## src/rtl/regfile_master_if.sv

```systemverilog
// Command, write-data, read-response and register-file port bundle for regfile_master.
// The master modport is the burst engine's view; slave is the user/register-file side.
interface regfile_master_if #(
    parameter int DATA_WIDTH = 16,
    parameter int ADDR_WIDTH = 3
) ();
    logic                  cmd_valid;
    logic                  cmd_ready;
    logic                  cmd_write;
    logic [ADDR_WIDTH-1:0] cmd_addr;
    logic [ADDR_WIDTH-1:0] cmd_len;

    logic                  wr_valid;
    logic                  wr_ready;
    logic [DATA_WIDTH-1:0] wr_data;

    logic                  rsp_valid;
    logic                  rsp_ready;
    logic [DATA_WIDTH-1:0] rsp_data;
    logic                  rsp_last;

    logic                  busy;

    logic [DATA_WIDTH-1:0] rf_wrdata;
    logic [ADDR_WIDTH-1:0] rf_address;
    logic                  rf_wren;
    logic                  rf_rden;
    logic [DATA_WIDTH-1:0] rf_rddata;

    modport master (
        input  cmd_valid, cmd_write, cmd_addr, cmd_len,
        output cmd_ready,
        input  wr_valid, wr_data,
        output wr_ready,
        output rsp_valid, rsp_data, rsp_last,
        input  rsp_ready,
        output busy,
        output rf_wrdata, rf_address, rf_wren, rf_rden,
        input  rf_rddata
    );

    modport slave (
        output cmd_valid, cmd_write, cmd_addr, cmd_len,
        input  cmd_ready,
        output wr_valid, wr_data,
        input  wr_ready,
        input  rsp_valid, rsp_data, rsp_last,
        output rsp_ready,
        input  busy,
        input  rf_wrdata, rf_address, rf_wren, rf_rden,
        output rf_rddata
    );
endinterface

```

## src/rtl/regfile_master.sv

```systemverilog
// Burst engine that turns single write/read burst commands into beat-by-beat
// accesses on a synchronous-read register-file port, with wrapping addresses.
module regfile_master #(
    parameter int DATA_WIDTH = 16,
    parameter int ADDR_WIDTH = 3
) (
    input  logic              clk,
    input  logic              rst,
    regfile_master_if.master  bus
);

    typedef enum logic [2:0] {
        IDLE,
        WR_BEAT,
        RD_ISSUE,
        RD_CAPTURE,
        RSP_HOLD
    } state_t;

    state_t                state;
    state_t                state_next;
    logic [ADDR_WIDTH-1:0] cur_addr;
    logic [ADDR_WIDTH-1:0] remaining;
    logic [DATA_WIDTH-1:0] rsp_data_q;
    logic                  last_beat;

    assign last_beat = (remaining == '0);

    always_ff @(posedge clk) begin
        if (rst) begin
            state <= IDLE;
        end else begin
            state <= state_next;
        end
    end

    always_comb begin
        state_next = state;
        case (state)
            IDLE: begin
                if (bus.cmd_valid) begin
                    state_next = bus.cmd_write ? WR_BEAT : RD_ISSUE;
                end
            end
            WR_BEAT: begin
                if (bus.wr_valid && last_beat) begin
                    state_next = IDLE;
                end
            end
            RD_ISSUE:   state_next = RD_CAPTURE;
            RD_CAPTURE: state_next = RSP_HOLD;
            RSP_HOLD: begin
                if (bus.rsp_ready) begin
                    state_next = last_beat ? IDLE : RD_ISSUE;
                end
            end
            default:    state_next = IDLE;
        endcase
    end

    // Burst bookkeeping advances only on a completed beat handshake, so a
    // stalled writer or a back-pressuring reader freezes address and count.
    always_ff @(posedge clk) begin
        if (rst) begin
            cur_addr   <= '0;
            remaining  <= '0;
            rsp_data_q <= '0;
        end else begin
            case (state)
                IDLE: begin
                    if (bus.cmd_valid) begin
                        cur_addr  <= bus.cmd_addr;
                        remaining <= bus.cmd_len;
                    end
                end
                WR_BEAT: begin
                    if (bus.wr_valid && !last_beat) begin
                        cur_addr  <= cur_addr + ADDR_WIDTH'(1);
                        remaining <= remaining - ADDR_WIDTH'(1);
                    end
                end
                RD_CAPTURE: begin
                    rsp_data_q <= bus.rf_rddata;
                end
                RSP_HOLD: begin
                    if (bus.rsp_ready && !last_beat) begin
                        cur_addr  <= cur_addr + ADDR_WIDTH'(1);
                        remaining <= remaining - ADDR_WIDTH'(1);
                    end
                end
                default: begin
                end
            endcase
        end
    end

    // Write strobe follows wr_valid combinationally so the register file
    // commits on the same edge that completes the beat handshake.
    always_comb begin
        bus.cmd_ready  = 1'b0;
        bus.wr_ready   = 1'b0;
        bus.rsp_valid  = 1'b0;
        bus.rsp_last   = 1'b0;
        bus.rf_wren    = 1'b0;
        bus.rf_rden    = 1'b0;
        bus.rf_address = '0;
        bus.rf_wrdata  = '0;
        case (state)
            IDLE: begin
                bus.cmd_ready = 1'b1;
            end
            WR_BEAT: begin
                bus.wr_ready   = 1'b1;
                bus.rf_wren    = bus.wr_valid;
                bus.rf_address = cur_addr;
                bus.rf_wrdata  = bus.wr_data;
            end
            RD_ISSUE: begin
                bus.rf_rden    = 1'b1;
                bus.rf_address = cur_addr;
            end
            RSP_HOLD: begin
                bus.rsp_valid = 1'b1;
                bus.rsp_last  = last_beat;
            end
            default: begin
            end
        endcase
    end

    assign bus.busy     = (state != IDLE);
    assign bus.rsp_data = rsp_data_q;

endmodule

```

## src/flat_wrapper.sv

```systemverilog
// flat-port wrapper written by rule: the top's interface ports become plain ports
module regfile_master_flat 
#(
    parameter int DATA_WIDTH = 16,
    parameter int ADDR_WIDTH = 3
)
  (clk, rst, bus_cmd_valid, bus_cmd_write, bus_cmd_addr, bus_cmd_len, bus_cmd_ready, bus_wr_valid, bus_wr_data, bus_wr_ready, bus_rsp_valid, bus_rsp_data, bus_rsp_last, bus_rsp_ready, bus_busy, bus_rf_wrdata, bus_rf_address, bus_rf_wren, bus_rf_rden, bus_rf_rddata);
  regfile_master_if #(.DATA_WIDTH(DATA_WIDTH), .ADDR_WIDTH(ADDR_WIDTH)) bus_i ();
  input  logic clk;
  input  logic rst;
  input wire logic [$bits(bus_i.cmd_valid)-1:0] bus_cmd_valid;
  input wire logic [$bits(bus_i.cmd_write)-1:0] bus_cmd_write;
  input wire logic [$bits(bus_i.cmd_addr)-1:0] bus_cmd_addr;
  input wire logic [$bits(bus_i.cmd_len)-1:0] bus_cmd_len;
  output wire logic [$bits(bus_i.cmd_ready)-1:0] bus_cmd_ready;
  input wire logic [$bits(bus_i.wr_valid)-1:0] bus_wr_valid;
  input wire logic [$bits(bus_i.wr_data)-1:0] bus_wr_data;
  output wire logic [$bits(bus_i.wr_ready)-1:0] bus_wr_ready;
  output wire logic [$bits(bus_i.rsp_valid)-1:0] bus_rsp_valid;
  output wire logic [$bits(bus_i.rsp_data)-1:0] bus_rsp_data;
  output wire logic [$bits(bus_i.rsp_last)-1:0] bus_rsp_last;
  input wire logic [$bits(bus_i.rsp_ready)-1:0] bus_rsp_ready;
  output wire logic [$bits(bus_i.busy)-1:0] bus_busy;
  output wire logic [$bits(bus_i.rf_wrdata)-1:0] bus_rf_wrdata;
  output wire logic [$bits(bus_i.rf_address)-1:0] bus_rf_address;
  output wire logic [$bits(bus_i.rf_wren)-1:0] bus_rf_wren;
  output wire logic [$bits(bus_i.rf_rden)-1:0] bus_rf_rden;
  input wire logic [$bits(bus_i.rf_rddata)-1:0] bus_rf_rddata;
  assign bus_i.cmd_valid = bus_cmd_valid;
  assign bus_i.cmd_write = bus_cmd_write;
  assign bus_i.cmd_addr = bus_cmd_addr;
  assign bus_i.cmd_len = bus_cmd_len;
  assign bus_cmd_ready = bus_i.cmd_ready;
  assign bus_i.wr_valid = bus_wr_valid;
  assign bus_i.wr_data = bus_wr_data;
  assign bus_wr_ready = bus_i.wr_ready;
  assign bus_rsp_valid = bus_i.rsp_valid;
  assign bus_rsp_data = bus_i.rsp_data;
  assign bus_rsp_last = bus_i.rsp_last;
  assign bus_i.rsp_ready = bus_rsp_ready;
  assign bus_busy = bus_i.busy;
  assign bus_rf_wrdata = bus_i.rf_wrdata;
  assign bus_rf_address = bus_i.rf_address;
  assign bus_rf_wren = bus_i.rf_wren;
  assign bus_rf_rden = bus_i.rf_rden;
  assign bus_i.rf_rddata = bus_rf_rddata;
  regfile_master #(.DATA_WIDTH(DATA_WIDTH), .ADDR_WIDTH(ADDR_WIDTH)) u_core (.clk(clk), .rst(rst), .bus(bus_i));
endmodule
```

## config.mk

```make
export PLATFORM = sky130hd
export DESIGN_NAME = regfile_master_flat
export DESIGN_NICKNAME = d
export VERILOG_FILES = /design/src/rtl/regfile_master_if.sv /design/src/rtl/regfile_master.sv /design/src/flat_wrapper.sv
export SDC_FILE = /design/constraint.sdc
export NUM_CORES = 1
export LEC_CHECK = 0
export CORE_AREA = 3 3 62 64
export CTS_BUF_LIST = sky130_fd_sc_hd__clkbuf_8 sky130_fd_sc_hd__clkbuf_16
export CTS_CLUSTER_DIAMETER = 80
export DETAILED_ROUTE_END_ITERATION = 7
export DIE_AREA = 0 0 65 67
export GPL_ROUTABILITY_DRIVEN = 0
export PLACE_DENSITY = 0.84
export SLEW_MARGIN = 5
export SYNTH_ARGS = -nofsm -noshare
export SYNTH_HDL_FRONTEND = slang
export SYNTH_SLANG_ARGS = --single-unit
```

## constraint.sdc

```tcl
create_clock -name clk -period 4.1 [get_ports clk]
set_input_delay 0.82 -clock clk [delete_from_list [all_inputs] [get_ports clk]]
set_output_delay 0.82 -clock clk [all_outputs]
set_load 0.02 [all_outputs]
```

# Word level (Yosys, flattened, before mapping)
# Cells that the tools add are included.
classes:
  add_sub_neg: 2
  eq_ne: 9
  n_mux: 22
  n_reduce_logical: 11
ops:
  columns: ["op", "n"]
  rows:
  - ["$mux 3", 10]
  - ["$pmux 3 s3", 2]
  - ["$mux 16", 1]
  - ["$pmux 3 s5", 1]
  - ["$eq 3x2->1 const B", 2]
  - ["$logic_not 3->1", 2]
  - ["$mux 1", 6]
  - ["$ne 2x1->1 const B", 3]
  - ["$reduce_bool 3->1", 2]
  - ["$mux 2", 2]
  - ["$ne 2x2->1 const B", 2]
  - ["$reduce_and 4->1", 1]
  - ["$add 3x1->3 const B", 1]
  - ["$eq 3x1->1 const B", 1]
  - ["$eq 3x3->1 const B", 1]
  - ["$logic_and 1x1->1", 3]
  - ["$reduce_and 3->1", 1]
  - ["$sub 3x1->3 const B", 1]
  - ["$reduce_or 2->1", 1]
  - ["$logic_not 1->1", 1]
totals:
  register_bits: 25
  inputBits: 44
  wordCells: 48

# Depth between registers and ports, before layout
# Gate-level depths: netlist of the first run.
depth:
  depth_word: 5
  depth_mapped: 8
  mapped_depth_nobuf: 7

# Least setup slack after synthesis of the first run
# OpenSTA, ideal clock, no wires.
synth_timing:
  path_type: "flip-flop to output port"
  from: "register u_core.state[0]"
  to: "output bus_rf_wrdata[0]"
  arrival_time_ps: 1500
  setup_slack_ps: 1780
  path_stages_with_launch: 6
  n_path_buf: 2
  cell_sequence: "dfxtp_1 buf_4 inv_1 nor3_1 buf_2 and2_1"
synth_via:
  elab_chain_cells: 2
synth_rtl:
  columns: ["element", "line", "text"]
  rows:
  - ["start, declared", "regfile_master.sv:20", "state_t state;"]
  - ["start signal, assigned", "regfile_master.sv:33", "state <= state_next;"]
  - ["$eq 3x1->1", "regfile_master.sv:108", "case (state)"]
  - ["$mux 16", "regfile_master.sv:108", null]
  - ["end, declared", "flat_wrapper.sv:24", "output wire logic [$bits(bus_i.rf_wrdata)-1:0] bus_rf_wrdata;"]
# Every way passes these cells.

# Worst setup path after layout of the first run
layout_timing:
  from: "register u_core.state[0]"
  to: "output bus_rf_wrdata[7]"
# The elaborated chain is that of the path after synthesis.

==> impl_metrics.toml, run 1 <==
[synthesis]
synth_area_per_cell_um2 = 7.355
netlist_instances = 173
synth-edff-count = 0
synthDistinctLibCells = 25
ys_dominant_reg_cell = "dfxtp_1"
netlist_area_um2 = 1272
ys_ff_latch = 25
ys_warn_count = 0
syn_nets = 220
synthArstFlopShare = 0
yosysSeqAreaShare = 0.3933

[sta]
max_freq_ghz = 0.3442
min_period_over_period = 0.7086
setup_tns_ns = 0
clock_skew_ns = 0.004989
worstMarginPinSlew_ns = 1.013
setup_violations = 0
relSlewSlack = 0.3211
rsz0062_at_grt = "false"
final-hold-violation-count = 0
slew_violations = 0
setup_ws_ns = 1.195
fin_crit_ns = 2.905

[placement]
place_inst = 295
hpwl_um = 2738
pre_cts_ws_ns = 1.227
numPortBuffers = 85

[job]
max_cap_viol_count = 0

[detailed_routing]
ant_nets = 0
vias = 1370
drtIter0Drc = 44
viasPerCell = 4.582
drt-pass1-iter-count = 4
drc_errors = 0
routedWlPerCell_um = 11.51
drt_wl_total_um = 3440

[clock_tree]
clock_latency_ns = 0.26
cts_root_buf = "clkbuf_8"
cts_resized = 0
cts_buffers = 3
clk_pin_slew_ns = 0.08
cts_hold_buf = 0
cts_buffer_depth = 2
tritoncts = "built"
postCtsSetupBuffers = 0
h-tree-depth = 1
clkSinkCount = 25

[grt]
overflow = 0
antenna_found_initial = 0
grt_usage = 0.1674
grt_start_max_net_pins = 25
grt_pass1_vias = 1297
grt_pass1_wl_um = 5844

[worst_setup_path]
endpoint_kind = "output port"
cp_max_fo = 19
start_kind = "flop"
cp.required_ns = 3.28
crit_arrival_ns = 2.09
worstSetupPathType = "reg -> out"

[final_layout]
regArea_um2 = 500.5
fin_util = 0.6543
final-instance-count-excl-fill = 299
area_delta_synth_final_pct = 71.58
final_layout_size_suffix_gt1_frac = 0.02767
multi_input_area_um2 = 699.4
layout_commonest_cell = "clkdlybuf4s50_1"
num-fill-cells = 309
n_antenna_cell = 0
final_nets = 301
final_cell_mix = "clkdlybuf4s50_1, nand2_1, a21oi_1, dfxtp_1, and2_1"

[power]
p_total_w = 0.0006137
power_frac_comb = 0.341
switching_power_w = 0.0001784
p_leak_nw = 0.8113
power_frac_seq = 0.438
p_per_area_nw_per_um2 = 281.1
power.internal_w = 0.0004353
max-vdd-ir-drop_uv = 245.8
sw_frac_of_total = 0.2907
clock_power_share = 0.221

[floorplan]
die_y_um = 67
die_x_um = 65
start_util = 0.3813
dieArea_um2 = 4355
coreArea_um2 = 3337
rows = 21
pin_count = 86

[outcome]
status = "completed"

[worst_hold_path]
min-delay-path-class = "reg -> reg"
path summary, 6_finish.rpt:
| path | start | end | slack [ns] | depth (start not counted) |
|---|---|---|---|---|
| worst max-delay path | u_core.state[0]$_SDFFE_PP0P_ | bus_rf_wrdata[7] | 1.19 | 5 |
| worst min-delay path | u_core.bus.rsp_data[4]$_SDFFE_PP0N_ | u_core.bus.rsp_data[4]$_SDFFE_PP0N_ | 0.45 | 2 |
| worst max register to register | u_core.state[0]$_SDFFE_PP0P_ | u_core.bus.rsp_data[5]$_SDFFE_PP0N_ | 2.25 | 4 |
| worst min register to register | u_core.bus.rsp_data[4]$_SDFFE_PP0N_ | u_core.bus.rsp_data[4]$_SDFFE_PP0N_ | 0.45 | 2 |
power by group through the flow:
stage	logic (W)	clock network, W	registers, W
5_1_grt	0.000231	0.000155	0.000272
3_3_place_gp	0.000207	0	0.000274
4_1_cts	0.000212	0.000141	0.000269
3_5_place_dp	0.000211	0	0.000275
2_1_floorplan	0.000114	0	0.000272
6_report	0.000209	0.000136	0.000269
cell usage after synthesis (all sizes together), types with 3 or more instances:
cell / n / share of area
ha: 3 / 0.030
clkbuf: 4 / 0.012
or3: 3 / 0.015
nor3: 4 / 0.020
inv: 6 / 0.018
nand2: 39 / 0.12
and2: 22 / 0.11
nor2: 14 / 0.041
a21o: 3 / 0.018
a21oi: 25 / 0.098
dfxtp: 25 / 0.39
o21ai: 6 / 0.024
buf: 6 / 0.028
area by class of cell:
type | instances | share of cell area
repair buffers | 86 | 0.3931
multi-input cells | 132 | 0.3203
flip-flops and latches | 25 | 0.2292
well taps | 46 | 0.02636
clock buffers | 3 | 0.01891
inverters | 6 | 0.01032
clock inverters | 1 | 0.001719
flip-flops by register name, indices dropped and copies added (netlist names):
signal,count
u_core.bus.rsp_data,16
u_core.state,3
u_core.cur_addr,3
u_core.remaining,3
layer usage:
layer  vias to the layer above  track usage  wire [µm]
li1                        724            -          -
met1                       603       0.1969       1473
met2                        41       0.3027       1706
met3                         2      0.05059        249
met4                         0      0.02639         10
met5                         -            0          0
stage by stage:
step	instance area [µm²]	hold slack (ns)
2_1_floorplan	1272	0.4258
3_3_place_gp	2138	0.4405
3_5_place_dp	2138	0.4468
4_1_cts	2183	0.4578
5_1_grt	2183	0.4813
6_report	2183	0.4541
worst max-delay path, cell delays in order (launching register included):
cell and delay (ns):
dfxtp_1 0.50, inv_1 0.14, nor3_1 0.20, buf_4 0.22, and2_1 0.15, clkdlybuf4s50_1 0.61
kinds of logic after synthesis:
| logic type | synth area share |
|---|---|
| compound gates | 0.1514 |
| xor+xnor | 0.01377 |
| fa+ha+maj | 0.02950 |
| buf+inv | 0.05702 |
| flops | 0.3933 |
| mux | 0.02458 |
| simple gates | 0.3304 |
Power figures use the tool's default switching activity.
==> run 2: changes to the inputs <==
--- a/config.mk
+++ b/config.mk
@@ -5,13 +5,13 @@
 export SDC_FILE = /design/constraint.sdc
 export NUM_CORES = 1
 export LEC_CHECK = 0
-export CORE_AREA = 3 3 62 64
+export CORE_AREA = 3 3 65 67
 export CTS_BUF_LIST = sky130_fd_sc_hd__clkbuf_8 sky130_fd_sc_hd__clkbuf_16
 export CTS_CLUSTER_DIAMETER = 80
 export DETAILED_ROUTE_END_ITERATION = 7
-export DIE_AREA = 0 0 65 67
+export DIE_AREA = 0 0 68 70
 export GPL_ROUTABILITY_DRIVEN = 0
-export PLACE_DENSITY = 0.84
+export PLACE_DENSITY = 0.77
 export SLEW_MARGIN = 5
 export SYNTH_ARGS = -nofsm -noshare
 export SYNTH_HDL_FRONTEND = slang
==> constraint.sdc (replaced) <==
create_clock -name clk -period 2.7 [get_ports clk]
set_input_delay 0.54 -clock clk [delete_from_list [all_inputs] [get_ports clk]]
set_output_delay 0.54 -clock clk [all_outputs]
set_load 0.02 [all_outputs]
==> impl_metrics.toml, run 2 (synthesized netlist as in run 1, its figures left out) <==
[final_layout]
area_delta_synth_final_pct = 73.06
largest_register_ffs = 16
fin_util = 0.5970
n_antenna_cell = 0
final_nets = 303
fin_area_um2 = 2202
final_layout_size_suffix_gt1_frac = 0.03922
final_cell_mix = "clkdlybuf4s50_1, nand2_1, a21oi_1, dfxtp_1, and2_1"
layout_commonest_cell = "clkdlybuf4s50_1"

[floorplan]
dieArea_um2 = 4760
die_y_um = 70
coreArea_um2 = 3689
rows = 22
die_x_um = 68
pin_count = 86
start_util = 0.3450

[placement]
hpwl_um = 2781
pre_cts_ws_ns = 0.3991
post_dp_cell_area_um2 = 2156
numPortBuffers = 85

[detailed_routing]
drt_wl_total_um = 3516
routedWlPerCell_um = 11.60
viasPerCell = 4.620
ant_nets = 0
vias = 1400
drtIter0Drc = 52
drc_errors = 0
drt-pass1-iter-count = 4

[grt]
overflow = 0
grt_usage = 0.1435
grt_start_max_net_pins = 20
grt_pass1_vias = 1296
grt_pass1_wl_um = 5492
antenna_found_initial = 0

[sta]
setup_tns_ns = 0
setup_violations = 0
worstMarginPinSlew_ns = 0.6941
final-hold-violation-count = 0
slew_violations = 0
setup_ws_ns = 0.2204
clock_skew_ns = 0.003518
relSlewSlack = 0.5341
rsz0062_at_grt = "false"
fin_crit_ns = 2.480
max_freq_ghz = 0.4033
min_period_over_period = 0.9184

[worst_setup_path]
endpoint_kind = "output port"
worstSetupPathType = "reg -> out"
cp.required_ns = 2.16
start_kind = "flop"
max_stage_delay_ns = 0.59
cp_cell_sequence = "inv_1 -> nor3_1 -> buf_4 -> and2_1 -> clkdlybuf4s50_1"
slowest_stage = "clkdlybuf4s50_1"
cp_max_fo = 19
crit_arrival_ns = 1.94

[clock_tree]
cts_root_buf = "clkbuf_8"
h-tree-depth = 1
cts_buffer_depth = 2
clock_latency_ns = 0.26
clk_pin_slew_ns = 0.09
clkSinkCount = 25
cts_hold_buf = 0
tritoncts = "built"
cts_buffers = 3

[power]
max-vdd-ir-drop_uv = 238.6
p_leak_nw = 0.8219
p_total_w = 0.0009427
p_per_area_nw_per_um2 = 428.1

[outcome]
status = "completed"

[worst_hold_path]
min-delay-path-class = "reg -> reg"

[job]
max_cap_viol_count = 0
## run 2: final timing paths
| path | from | slack (ns) | depth (start not counted) | to |
|---|---|---|---|---|
| setup reg to reg | u_core.remaining[0]$_SDFFE_PP0P_ | 0.89 | 7 | u_core.cur_addr[2]$_SDFFE_PP0P_ |
| hold reg to reg | u_core.bus.rsp_data[4]$_SDFFE_PP0N_ | 0.45 | 2 | u_core.bus.rsp_data[4]$_SDFFE_PP0N_ |
| hold / removal | u_core.bus.rsp_data[4]$_SDFFE_PP0N_ | 0.45 | 2 | u_core.bus.rsp_data[4]$_SDFFE_PP0N_ |
| setup / recovery | u_core.state[0]$_SDFFE_PP0P_ | 0.22 | 5 | bus_rf_wrdata[4] |
## run 2: repair_timing
action | 4_1_cts | 5_1_grt
gates resized for setup | 0 | 1
endpoints found under the hold margin | 0 | 0
setup buffers | 0 | 0
setup endpoints to repair | 0 | 17
## run 2: final cells by class
type / count / area, µm²
clock inverters: 1 / 3.754
fillers: 365 / 1486
multi-input cells: 132 / 699.4
clock buffers: 3 / 41.29
inverters: 6 / 22.52
well taps: 48 / 60.06
flip-flops and latches: 25 / 501.7
repair buffers: 88 / 873.3
## run 2: per-layer routing
| layer | track usage | vias to the layer above | routed length, µm |
|---|---|---|---|
| met3 | 0.06752 | 4 | 605 |
| met4 | 0.03753 | 0 | 17 |
| li1 | - | 721 | - |
| met5 | 0 | - | 0 |
| met2 | 0.2355 | 76 | 1471 |
| met1 | 0.1639 | 599 | 1421 |
## run 2: where the power goes
part	total (W)	switching, W	internal, W	leakage (nW)
Sequential	0.000408	0.0000179	0.000390	0.203
Clock	0.000214	0.000113	0.000102	0.0269
Combinational	0.000321	0.000149	0.000171	0.592
## run 2: worst max-delay path, delay by kind of cell (launching register included)
family,cells,cell delay (ns)
DFF,1,0.42
and+or+nand+nor,2,0.34
buffers and inverters,3,0.92
## run 2: metrics by stage
stage	hold WS (ns)	instances
finish	0.4545	303
global placement	0.4407	299
floorplan	0.4258	173
global route	0.4760	303
CTS	0.4579	303
detailed placement	0.4457	299
==> run 3: changes to the inputs <==
--- a/config.mk
+++ b/config.mk
@@ -8,6 +8,7 @@
 export CORE_AREA = 3 3 65 67
 export CTS_BUF_LIST = sky130_fd_sc_hd__clkbuf_8 sky130_fd_sc_hd__clkbuf_16
 export CTS_CLUSTER_DIAMETER = 80
+export CTS_CLUSTER_SIZE = 16
 export DETAILED_ROUTE_END_ITERATION = 7
 export DIE_AREA = 0 0 68 70
 export GPL_ROUTABILITY_DRIVEN = 0
==> results of run 3 <==
Final layout, timing and power as in run 2 (identical DEF).
